File: config.mk
export PLATFORM = sky130hd
export DESIGN_NAME = i2s_rx_peripheral
export DESIGN_NICKNAME = d
export VERILOG_FILES = /design/src/rtl/i2s_rx_peripheral.sv
export SDC_FILE = /design/constraint.sdc
export NUM_CORES = 1
export LEC_CHECK = 0
export BUFFER_PORTS_ARGS = -buffer_cell sky130_fd_sc_hd__buf_4
export CAP_MARGIN = 20
export CORE_MARGIN = 3
export CORE_UTILIZATION = 61
export DETAILED_ROUTE_END_ITERATION = 7
export PLACE_DENSITY_LB_ADDON = 0.12
export SLEW_MARGIN = 5
export SYNTH_ARGS = -nofsm -noshare
export SYNTH_HDL_FRONTEND = slang
export SYNTH_SLANG_ARGS = --single-unit
File: constraint.sdc
create_clock -name clk -period 4.8 [get_ports clk]
set_input_delay 0.72 -clock clk [delete_from_list [all_inputs] [get_ports clk]]
set_output_delay 0.72 -clock clk [all_outputs]
set_load 0.03 [all_outputs]
File: src/rtl/i2s_rx_peripheral.sv
// i2s_rx_peripheral
//   Memory-mapped I2S microphone receiver. Generates SCK/WS for a stereo
//   I2S microphone, deserialises 16-bit left/right samples and queues
//   {left, right} frames in a FIFO that the CPU drains over the iomem bus.
//
// Ports
//   clk          system clock, all logic on the rising edge
//   reset        synchronous active-high reset
//   iomem_valid  bus request
//   iomem_ready  one-cycle acknowledge, the cycle after selection
//   iomem_wstrb  byte write strobes (0 = read)
//   iomem_addr   bus address; [31:16] selects the block, [3:2] the register
//   iomem_wdata  write data
//   iomem_rdata  read data, zero whenever iomem_ready is low
//   i2s_sck      I2S bit clock
//   i2s_ws       I2S word select (0 = left, 1 = right)
//   i2s_d0       I2S serial data from the microphone
//
// Register map (iomem_addr[3:2])
//   0 DATA    read pops {left, right}; returns 0 when empty
//   1 STATUS  [4:0] level, [8] empty, [9] full, [16] overflow (write 1 to clear)
//   2 CONTROL [0] enable, [1] flush (write-only, reads 0)
//   3         reads 0, writes ignored
module i2s_rx_peripheral #(
    parameter logic [15:0] ADDR  = 16'h5000,
    parameter int          DIV   = 4,
    parameter int          DEPTH = 16
) (
    input  logic        clk,
    input  logic        reset,
    input  logic        iomem_valid,
    output logic        iomem_ready,
    input  logic [3:0]  iomem_wstrb,
    input  logic [31:0] iomem_addr,
    input  logic [31:0] iomem_wdata,
    output logic [31:0] iomem_rdata,
    output logic        i2s_sck,
    output logic        i2s_ws,
    input  logic        i2s_d0
);

    localparam int AW = $clog2(DEPTH);
    localparam int LW = AW + 1;
    localparam int DW = $clog2(DIV);
    localparam logic [DW-1:0] DIV_LAST = DW'(DIV - 1);
    localparam logic [LW-1:0] LVL_FULL = LW'(DEPTH);

    logic          r_ready;
    logic [31:0]   r_rdata;
    logic          r_enable;
    logic          r_overflow;
    logic [DW-1:0] r_div;
    logic          r_sck;
    logic [5:0]    r_bc;
    logic [15:0]   r_left;
    logic [15:0]   r_right;
    logic [31:0]   r_mem [DEPTH];
    logic [AW-1:0] r_wptr;
    logic [AW-1:0] r_rptr;
    logic [LW-1:0] r_level;

    logic          w_sel;
    logic          w_write;
    logic [1:0]    w_reg;
    logic          w_tick;
    logic          w_rise;
    logic          w_empty;
    logic          w_full;
    logic          w_pop;
    logic          w_flush;
    logic          w_ctrl_wr;
    logic          w_ovf_clr;
    logic          w_push_req;
    logic          w_push;
    logic          w_ovf_set;
    logic [31:0]   w_frame;
    logic [31:0]   w_status;
    logic [31:0]   w_rd_value;
    logic          w_unused;

    assign w_sel   = iomem_valid && !r_ready && (iomem_addr[31:16] == ADDR);
    assign w_write = |iomem_wstrb;
    assign w_reg   = iomem_addr[3:2];

    // One clk cycle per SCK half-period boundary; r_sck low means this
    // boundary is a rising edge (sample point), high means a falling edge.
    assign w_tick = r_enable && (r_div == DIV_LAST);
    assign w_rise = w_tick && !r_sck;

    assign w_empty = (r_level == '0);
    assign w_full  = (r_level == LVL_FULL);

    assign w_pop     = w_sel && !w_write && (w_reg == 2'd0) && !w_empty;
    assign w_ctrl_wr = w_sel && w_write && (w_reg == 2'd2) && iomem_wstrb[0];
    assign w_flush   = w_ctrl_wr && iomem_wdata[1];
    assign w_ovf_clr = w_sel && w_write && (w_reg == 2'd1) && iomem_wstrb[2] && iomem_wdata[16];

    // The last right-channel bit is taken straight from the pin so the
    // frame is complete on the same edge that samples bc 48.
    assign w_push_req = w_rise && (r_bc == 6'd48);
    assign w_frame    = {r_left, r_right[14:0], i2s_d0};
    // A simultaneous pop frees a slot, so a full FIFO still accepts the push.
    assign w_push     = w_push_req && !w_flush && (!w_full || w_pop);
    assign w_ovf_set  = w_push_req && !w_flush && w_full && !w_pop;

    always_comb begin
        w_status           = '0;
        w_status[LW-1:0]   = r_level;
        w_status[8]        = w_empty;
        w_status[9]        = w_full;
        w_status[16]       = r_overflow;
    end

    always_comb begin
        w_rd_value = '0;
        if (!w_write) begin
            case (w_reg)
                2'd0:    w_rd_value = w_empty ? 32'd0 : r_mem[r_rptr];
                2'd1:    w_rd_value = w_status;
                2'd2:    w_rd_value = {31'd0, r_enable};
                default: w_rd_value = '0;
            endcase
        end
    end

    // Frame storage kept free of reset so it maps onto block RAM.
    always_ff @(posedge clk) begin
        if (w_push) begin
            r_mem[r_wptr] <= w_frame;
        end
    end

    always_ff @(posedge clk) begin
        if (reset) begin
            r_ready    <= 1'b0;
            r_rdata    <= '0;
            r_enable   <= 1'b0;
            r_overflow <= 1'b0;
            r_div      <= '0;
            r_sck      <= 1'b0;
            r_bc       <= '0;
            r_left     <= '0;
            r_right    <= '0;
            r_wptr     <= '0;
            r_rptr     <= '0;
            r_level    <= '0;
        end else begin
            r_ready <= w_sel;
            r_rdata <= w_sel ? w_rd_value : 32'd0;

            if (w_ctrl_wr) begin
                r_enable <= iomem_wdata[0];
            end

            if (w_ovf_set) begin
                r_overflow <= 1'b1;
            end else if (w_ovf_clr) begin
                r_overflow <= 1'b0;
            end

            if (w_flush) begin
                r_wptr  <= '0;
                r_rptr  <= '0;
                r_level <= '0;
            end else begin
                if (w_push) begin
                    r_wptr <= r_wptr + AW'(1);
                end
                if (w_pop) begin
                    r_rptr <= r_rptr + AW'(1);
                end
                if (w_push && !w_pop) begin
                    r_level <= r_level + LW'(1);
                end else if (!w_push && w_pop) begin
                    r_level <= r_level - LW'(1);
                end
            end

            // Disabling parks the bit engine at bc 0 so a re-enable starts
            // a fresh frame and any partial frame is simply never pushed.
            if (!r_enable) begin
                r_div <= '0;
                r_sck <= 1'b0;
                r_bc  <= '0;
            end else if (w_tick) begin
                r_div <= '0;
                r_sck <= !r_sck;
                if (r_sck) begin
                    r_bc <= r_bc + 6'd1;
                end
            end else begin
                r_div <= r_div + DW'(1);
            end

            if (w_rise && (r_bc >= 6'd1) && (r_bc <= 6'd16)) begin
                r_left <= {r_left[14:0], i2s_d0};
            end
            if (w_rise && (r_bc >= 6'd33) && (r_bc <= 6'd48)) begin
                r_right <= {r_right[14:0], i2s_d0};
            end
        end
    end

    assign iomem_ready = r_ready;
    assign iomem_rdata = r_rdata;
    assign i2s_sck     = r_sck;
    assign i2s_ws      = r_bc[5];

    // Address/data bits outside the decoded fields are intentionally ignored.
    assign w_unused = &{1'b0, iomem_addr[15:4], iomem_addr[1:0],
                        iomem_wdata[31:17], iomem_wdata[15:2]};

endmodule

== Word level (Yosys, flattened, before mapping) ==
Memory sizes are Yosys's and may differ from the RTL's. A register that Yosys moved wholly into a read port is not among the register bits.
Index checks and enable logic that the tools add are counted.

* Flip-flop bits (word level): 88
* Bits in writable memories: 512
* Output and inout bits: 35
* Memories: 1

* Add/subtract/negate cells: 6
* Order comparisons: 4
* Equality and inequality tests: 6
* Muxes and demuxes: 10
* Bitwise logic cells: 2
* Reduce and logical (&&, ||, !) cells: 44

{| class="wikitable"
|+ Memory list
! memory !! depth !! bits a word !! read ports !! clocked after Yosys merged registers in !! wr ports !! line !! text
|-
| r_mem || 16 || 32 || 1 || 1 || 1 || 57 || <nowiki>logic [31:0] r_mem [DEPTH];</nowiki>
|}

{| class="wikitable"
|+ Operators by type and width
! cell !! count
|-
| $pmux W32 S3 || 1
|-
| $mux W32 || 1
|-
| $logic_and A1 B1 Y1 || 25
|-
| $eq A16 B15 Y1 const B || 1
|-
| $mux W5 || 2
|-
| $add A4 B1 Y4 const B || 2
|-
| $logic_not A1 Y1 || 8
|-
| $mux W4 || 2
|-
| $add A6 B1 Y6 const B || 1
|-
| $eq A6 B6 Y1 const B || 1
|-
| $ge A6 B1 Y1 const B || 1
|-
| $ge A6 B6 Y1 const B || 1
|-
| $le A6 B5 Y1 const B || 1
|-
| $le A6 B6 Y1 const B || 1
|-
| $reduce_or A6 Y1 || 1
|-
| $add A5 B1 Y5 const B || 1
|-
| $eq A5 B5 Y1 const B || 1
|-
| $logic_not A5 Y1 || 1
|-
| $sub A5 B1 Y5 const B || 1
|-
| $eq A2 B2 Y1 const B || 2
|-
| $mux W1 || 4
|-
| $reduce_bool A2 Y1 || 2
|-
| $reduce_or A2 Y1 || 2
|-
| $reduce_or A4 Y1 || 1
|-
| 7 further kinds || 8
|}

== Depth between registers and ports, before layout ==
Gate-level depths: netlist of run 1.

* Depth in word-level cells: 14
* Depth in mapped cells: 16

== Worst setup path before layout of run 1 ==
Ideal clock, no wire load.

* Path type: in2reg
* Start point: input iomem_wstrb[1]
* End point: register r_level[4]
* Data arrival time: 3,824 ps
* Setup slack: 906 ps
* Stages: 15
* Path through: or4_4 a2111oi_2 and4_1 buf_6 o211ai_4 inv_2 buf_2 ha_1 inv_1 fa_1 a21o_1 a21oi_1 xnor2_1 or3_1 a21oi_1

* Word-level cells in the longest chain between the ends: 11
* Elaborated cells on any way between the ends: 20
* Those cells by class: 1 x mux; 19 x reduce/logical

{| class="wikitable"
|+ RTL lines
! element !! line !! text
|-
| start: declaration || 33 || <nowiki>input logic [3:0] iomem_wstrb,</nowiki>
|-
| $reduce_or A4 Y1 * || 82 || <nowiki>assign w_write = |iomem_wstrb;</nowiki>
|-
| $logic_and A1 B1 Y1 (3 in series) || 94 || <nowiki>assign w_ctrl_wr = w_sel && w_write && (w_reg == 2'd2) && iomem_wstrb[0];</nowiki>
|-
| $logic_and A1 B1 Y1 || 95 || <nowiki>assign w_flush = w_ctrl_wr && iomem_wdata[1];</nowiki>
|-
| $logic_not A1 Y1 || 103 || <nowiki>assign w_push = w_push_req && !w_flush && (!w_full || w_pop);</nowiki>
|-
| $logic_and A1 B1 Y1 || 103 ||
|-
| $logic_and A1 B1 Y1 * || 103 ||
|-
| named net w_push || 74 || <nowiki>logic w_push;</nowiki>
|-
| $logic_not A1 Y1 || 174 || <nowiki>end else if (!w_push && w_pop) begin</nowiki>
|-
| $logic_and A1 B1 Y1 || 174 ||
|-
| $reduce_bool A2 Y1 (no line) || -- ||
|-
| end signal: assignment || 173 || <nowiki>r_level <= r_level + LW'(1);</nowiki>
|-
| end signal: assignment || 175 || <nowiki>r_level <= r_level - LW'(1);</nowiki>
|-
| end: declaration || 60 || <nowiki>logic [LW-1:0] r_level;</nowiki>
|}

The timed path passes the listed nets; every way through them passes the cells marked *.
A chain may end at the register's enable or synchronous reset.

== Final worst setup path of run 1 ==
* Start point: input iomem_wstrb[1]
* End point: register r_level[4]

* Word-level cells in the longest chain between the ends: 11
* Elaborated cells on any way between the ends: 20
* Those cells by class: 1 x mux; 19 x reduce/logical

{| class="wikitable"
|+ RTL lines
! element !! line
|-
| $reduce_or A4 Y1 * || 82
|-
| $logic_and A1 B1 Y1 (3 in series) || 94
|-
| $logic_and A1 B1 Y1 || 95
|-
| $logic_not A1 Y1 || 103
|-
| $logic_and A1 B1 Y1 (2 in series) || 103
|-
| $logic_not A1 Y1 || 174
|-
| $logic_and A1 B1 Y1 || 174
|-
| $reduce_bool A2 Y1 (no line) || --
|}

Mark *: on every way between the ends. The rest lies on a longest branch, timed or not.

==> results of run 1 <==
[worst max-delay path: cells and delay by family]
| family | cells | cell delay [ns] |
|---|---|---|
| and+or+nand+nor | 3 | 1.27 |
| buffers and inverters | 3 | 0.48 |
| adders and majority gates | 2 | 0.64 |
| xor gates and xnor gates | 1 | 0.09 |
| AOI/OAI and AO/OA | 5 | 1.07 |
[worst max-delay path by stage]
stage / depth (start not counted) / slack [ns] / end
after global placement: 14 / 0.55 / r_level[4]
after floorplan: 15 / 0.91 / r_level[4]
after detailed placement: 14 / 0.46 / r_level[4]
final: 14 / 1.03 / r_level[4]
after CTS: 14 / 1.08 / r_level[4]
after global routing: 14 / 0.87 / r_level[4]
[metrics by stage]
step	power [W]	cells	utilization [%]
6_report	0.0100	1689	70.2
5_1_grt	0.0103	1689	70.2
4_1_cts	0.0101	1688	70.1
3_5_place_dp	0.00575	1580	65.2
3_3_place_gp	0.00575	1580	65.2
2_1_floorplan	0.00573	1072	-
[state kept, by name (all words and copies together), names as in the netlist, named ones only]
signal,flops
r_mem,512
iomem_rdata,32
r_left,16
r_right,15
r_bc,6
r_level,5
r_rptr,4
r_wptr,4
r_div,2
i2s_sck,1
iomem_ready,1
r_enable,1
r_overflow,1
[cell families after synthesis]
kind of cell    after synthesis  share of synthesized area (%)
compound gates               29                          0.913
xor+xnor                     13                          0.501
fa+ha+maj                    15                          0.858
buf+inv                      66                           1.17
flops                       604                           75.7
mux                         196                           17.4
simple gates                149                           3.43
[layout by cell type (no fill, tap or decap), types with 3 or more instances in the layout]
cell type   count
a21oi_1         9
and2_1          3
and3_2         16
buf_12          8
buf_4          83
bufinv_16       5
clkbuf_1       16
clkbuf_16      59
clkinv_1       16
clkinv_2        6
clkinvlp_4      3
dfxtp_1        88
edfxtp_1      512
ha_1           14
inv_1          15
mux2i_1        36
mux4_2        160
nand2_1         9
nand2b_1        3
nand3_1         8
nand4_1         4
nor2_1         57
nor2b_1        28
nor3_1          3
nor4_1          3
o21ai_0         6
o2bb2ai_1       4
or3_1           4
xnor2_1         7
xor2_1          6
[per-layer routing]
metal | part of all wire (%) | routed length (microns) | up-vias | GRT usage (%)
met3 | 5.1 | 2370 | 75 | 3.44
met5 | 0 | 0 | - | 0
met1 | 42 | 19400 | 5748 | 35.5
li1 | - | - | 4577 | -
met4 | 1.9 | 908 | 0 | 6.79
met2 | 51 | 23900 | 297 | 40.9
[area by class of cell]
cell class | count | share of cell area (%)
clock buffer | 75 | 5.97
clock inverter | 33 | 1.11
inverter | 16 | 0.233
multi-input combinational | 402 | 20.5
sequential | 604 | 66.9
tap | 468 | 2.27
timing repair buffer | 91 | 3.04
[power by group]
part | internal [W] | switching [W] | total [W]
logic | 0.0000168 | 0.0000176 | 0.0000345
registers | 0.00561 | 0.0000000000652 | 0.00561
clock network | 0.00252 | 0.00186 | 0.00438
==> reports/metrics.yaml, run 1 <==
synthesis:
  ys_ff_latch: 604
  synth_flop_cell: "edfxtp_1"
  synth_top_area_share_pct: 67.6
  yosysTopAreaCell: "edfxtp_1"
  synthTopCellsByArea: "edfxtp_1, mux4_2, dfxtp_1"
  yosys_warnings: 0
  synthArstFlopShare_pct: 0
  syn_area_sq_um: 22700
  seq_area_frac_synth_pct: 75.7
  synth_edf_count: 512
  syn_inst: 1072
  synth_area_per_cell_sq_um: 21.2
  synth_fp_nets: 1159
  yosysMostFrequentCell: "edfxtp_1"
  ys_types: 45
  netlist_top_cells_count: "edfxtp_1, mux4_2, dfxtp_1, nor2_1, mux2i_1"
cts:
  cts_htree_levels: 2
  clk_pin_slew_worst_paths_ns: 0.06
  ctsResizeCount: 0
  post_cts_buffers: 0
  cts.sinks: 604
  clk_latency_ns: 0.60
  ctsHoldBuffers: 0
  clock_path_buffers: 3
  numCtsBuffers: 58
  cts_root_buffer: "clkbuf_16"
  cts_tree: "done"
floorplan:
  die_y_microns: 199
  fp.dieW_microns: 199
  initial_core_util_pct: 62.0
  num_rows: 70
  coreArea_sq_um: 36700
  io-pin-count: 107
  dieArea_sq_um: 39600
worst_hold_path:
  min_from: "iomem_wdata[0]"
  min_to: "r_enable"
  worstHoldPathCells: 3
  hold_path.class: "input pin to flop"
timing:
  worst_slack_ns: 1.03
  setup_viol: 0
  slew_violations: 0
  maxSlewHeadroom_pct: 50.2
  fmax_ghz: 0.265
  finalCritPeriodShare_pct: 78.5
  post-route-min-period_ns: 3.77
  final-hold-violation-count: 0
  hold_ws_ns: 0.365
  tightestPinTransition_ns: 0.747
  finClkSkew_ns: 0.0132
  rsz0062_at_grt: "no"
  setup_tns_ns: 0
global_route:
  grt_max_degree: 60
  grt_util_all_layers_pct: 24.7
  grt-ovfl-total: 0
  grt_pass1_wl_microns: 70300
  grt_pass1_vias: 10927
  antenna_found_initial: 0
cells_and_area:
  regArea_sq_um: 17200
  diodes: 0
  finalInstanceArea_sq_um: 25800
  drive_above_1_share_pct: 29.0
  syn_to_final_growth_pct: 13.3
  nFillCells: 2227
  multi_input_area_sq_um: 5280
  final_nets: 1260
place:
  dp_worst_setup_slack_ns: 0.465
  dp_hpwl_microns: 22700
  port_buffers: 63
  placed_cell_area_sq_um: 23900
  place_congestion: 0.806
route:
  viasPerCell: 6.33
  wl_per_cell_microns: 27.6
  drt_pass1_iterations: 5
  wl_microns: 46600
  dr_total_vias: 10697
  drt_iter0_drc: 975
  drc_errors: 0
  ant_nets: 0
setup_path:
  rr_startpoint: "r_level[0]"
  r2r_end: "r_level[4]"
  start_kind: "input pin"
  critical_path_required_ns: 5.31
  crit_chain: "buf_4, or4_4, a2111oi_2, and4_1, o211ai_4, inv_2, ha_1, inv_1, fa_1, a21o_1, a21oi_1, xnor2_1, or3_1, a21oi_1"
  critical_path.most_common_cell: "a21oi_1"
  max_stage_delay_ns: 0.54
  critPathLaunch: "iomem_wstrb[1]"
  cp_max_fo: 19
  r2r_cells: 13
  crit_type: "input pin to flop"
  crit_arrival_ns: 4.28
  end_kind: "flop"
  critPathSlowestCell: "or4_4"
  r2r_slack_ns: 1.17
power:
  p_leak_nw: 8.54
  vdd_drop_max_uv: 362
  power.density_nw_per_um2: 389
flow_run:
  maxCapViolCount: 0
run_status:
  outcome: "finished, final reports clean"
(Power assumes the default switching activity.)
==> inputs of run 2 (changes only) <==
--- a/config.mk
+++ b/config.mk
@@ -8,7 +8,7 @@
 export BUFFER_PORTS_ARGS = -buffer_cell sky130_fd_sc_hd__buf_4
 export CAP_MARGIN = 20
 export CORE_MARGIN = 3
-export CORE_UTILIZATION = 61
+export CORE_UTILIZATION = 55
 export DETAILED_ROUTE_END_ITERATION = 7
 export PLACE_DENSITY_LB_ADDON = 0.12
 export SLEW_MARGIN = 5
==> constraint.sdc (replaced) <==
create_clock -name clk -period 3.4 [get_ports clk]
set_input_delay 0.51 -clock clk [delete_from_list [all_inputs] [get_ports clk]]
set_output_delay 0.51 -clock clk [all_outputs]
set_load 0.03 [all_outputs]
==> reports/metrics.yaml, run 2 (synthesis gave the netlist of run 1 again) <==
cells_and_area:
  largest_reg_flops: 512
  final_nets: 1285
  final_util_pct: 65.9
  most-common-layout-cells: "edfxtp_1, mux4_2, dfxtp_1, buf_4, clkbuf_16"
  diodes: 0
  top_register: "r_mem"
  final_common_cell: "edfxtp_1"
  drive_above_1_share_pct: 31.8
  finalInstanceArea_sq_um: 26600
  syn_to_final_growth_pct: 16.8
  instances_no_fill: 1774
setup_path:
  start_kind: "flop"
  end_kind: "flop"
  critical_path_required_ns: 3.92
  crit_arrival_ns: 3.60
  r2r_slack_ns: 0.32
  cp_max_fo: 6
  crit_type: "flop to flop"
global_route:
  grt-busiest-layer: "met2"
  grtUsageMet1_pct: 29.6
  grt-ovfl-total: 0
  met2_usage_pct: 36.3
  grt_pass1_wl_microns: 69200
  grt_pass1_vias: 10968
  antenna_found_initial: 0
  grt_util_all_layers_pct: 21.4
  grt_use_met3_pct: 3.66
  grt_max_degree: 45
timing:
  post-route-min-period_ns: 3.08
  worst_slack_ns: 0.324
  finalCritPeriodShare_pct: 90.5
  setup_viol: 0
  fmax_ghz: 0.325
  finClkSkew_ns: 0.0167
  rsz0062_at_grt: "no"
  final-hold-violation-count: 0
  tightestPinTransition_ns: 0.646
  maxSlewHeadroom_pct: 56.9
  slew_violations: 0
cts:
  cts.sinks: 604
  numCtsBuffers: 59
  ctsHoldBuffers: 0
  cts_root_buffer: "clkbuf_16"
  clock_path_buffers: 3
  ctsResizeCount: 0
  post_cts_buffers: 0
  clk_latency_ns: 0.61
  cts_tree: "done"
  cts_htree_levels: 2
  clk_pin_slew_worst_paths_ns: 0.06
route:
  dr_total_vias: 10500
  viasPerCell: 5.92
  wl_microns: 46000
  drt_pass1_iterations: 5
  drt_iter0_drc: 902
  ant_nets: 0
  drc_errors: 0
  wl_per_cell_microns: 25.9
place:
  placed_cell_area_sq_um: 24500
  post-place-cells: 1662
  dp_hpwl_microns: 24800
  dp_worst_setup_slack_ns: -0.0292
  port_buffers: 63
  place_congestion: 0.752
run_status:
  outcome: "finished, final reports clean"
floorplan:
  io-pin-count: 107
  dieArea_sq_um: 43800
  die_y_microns: 209
  num_rows: 73
  coreArea_sq_um: 40300
  fp.dieW_microns: 209
  initial_core_util_pct: 56.5
flow_run:
  maxCapViolCount: 0
power:
  vdd_drop_max_uv: 509
  power.density_nw_per_um2: 560
  p_leak_nw: 8.87
worst_hold_path:
  hold_path.class: "input pin to flop"
## run 2: changes by cell type in the layout (fill, tap and decap cells not counted), sizes merged
cell,delta
bufinv,+5
clkbuf,+12
clkinvlp,-3
clkinv,-10
buf,+24
## run 2: through the flow
step / TNS, ns / power (W) / hold WS [ns]
global placement: -0.00199 / 0.00812 / 0.416
floorplan: 0 / 0.00809 / 0.408
finish: 0 / 0.0149 / 0.151
CTS: 0 / 0.0150 / 0.113
detailed placement: -0.0292 / 0.00812 / 0.428
global route: 0 / 0.0153 / 0.165
## run 2: area by class of cell
cell class | count | area [sq um]
flip-flops and latches | 604 | 17200
fillers | 2625 | 13700
multi-input cells | 402 | 5310
clock buffers | 87 | 1710
repair buffers | 115 | 1200
well taps | 525 | 657
clock inverters | 25 | 387
inverters | 16 | 60.1
## run 2: power by group
group / leakage, nW / internal [W] / switching (W) / total (W)
combinational: 2.34 / 0.0000246 / 0.0000246 / 0.0000493
clock: 1.03 / 0.00424 / 0.00266 / 0.00690
sequential: 5.50 / 0.00791 / 0.0000000000808 / 0.00791
## run 2: final timing paths
check | start | end | cells past startpoint
worst max-delay path | r_level[0] | r_level[4] | 14
worst min register to register | r_div[0] | r_div[0] | 1
worst min-delay path | iomem_wdata[0] | r_enable | 3
worst max register to register | r_level[0] | r_level[4] | 14
## run 2: routing by layer
| metal | up-vias | wire length [microns] | part of all wire (%) |
|---|---|---|---|
| li1 | 4636 | - | - |
| met1 | 5546 | 19200 | 42 |
| met2 | 257 | 23800 | 52 |
| met3 | 61 | 2180 | 4.7 |
| met4 | 0 | 855 | 1.9 |
| met5 | - | 0 | 0 |
## run 2: worst max-delay path, stage by stage, from the launching register on
cell and delay, ns:
dfxtp_1 0.48, nor4_1 0.10, buf_4 0.16, a2111oi_4 0.36, and4_1 0.30, o211ai_4 0.09, inv_2 0.11, ha_4 0.15
inv_2 0.06, fa_2 0.35, a21o_1 0.18, a21oi_2 0.14, xnor2_1 0.08, or3_1 0.30, a21oi_1 0.13
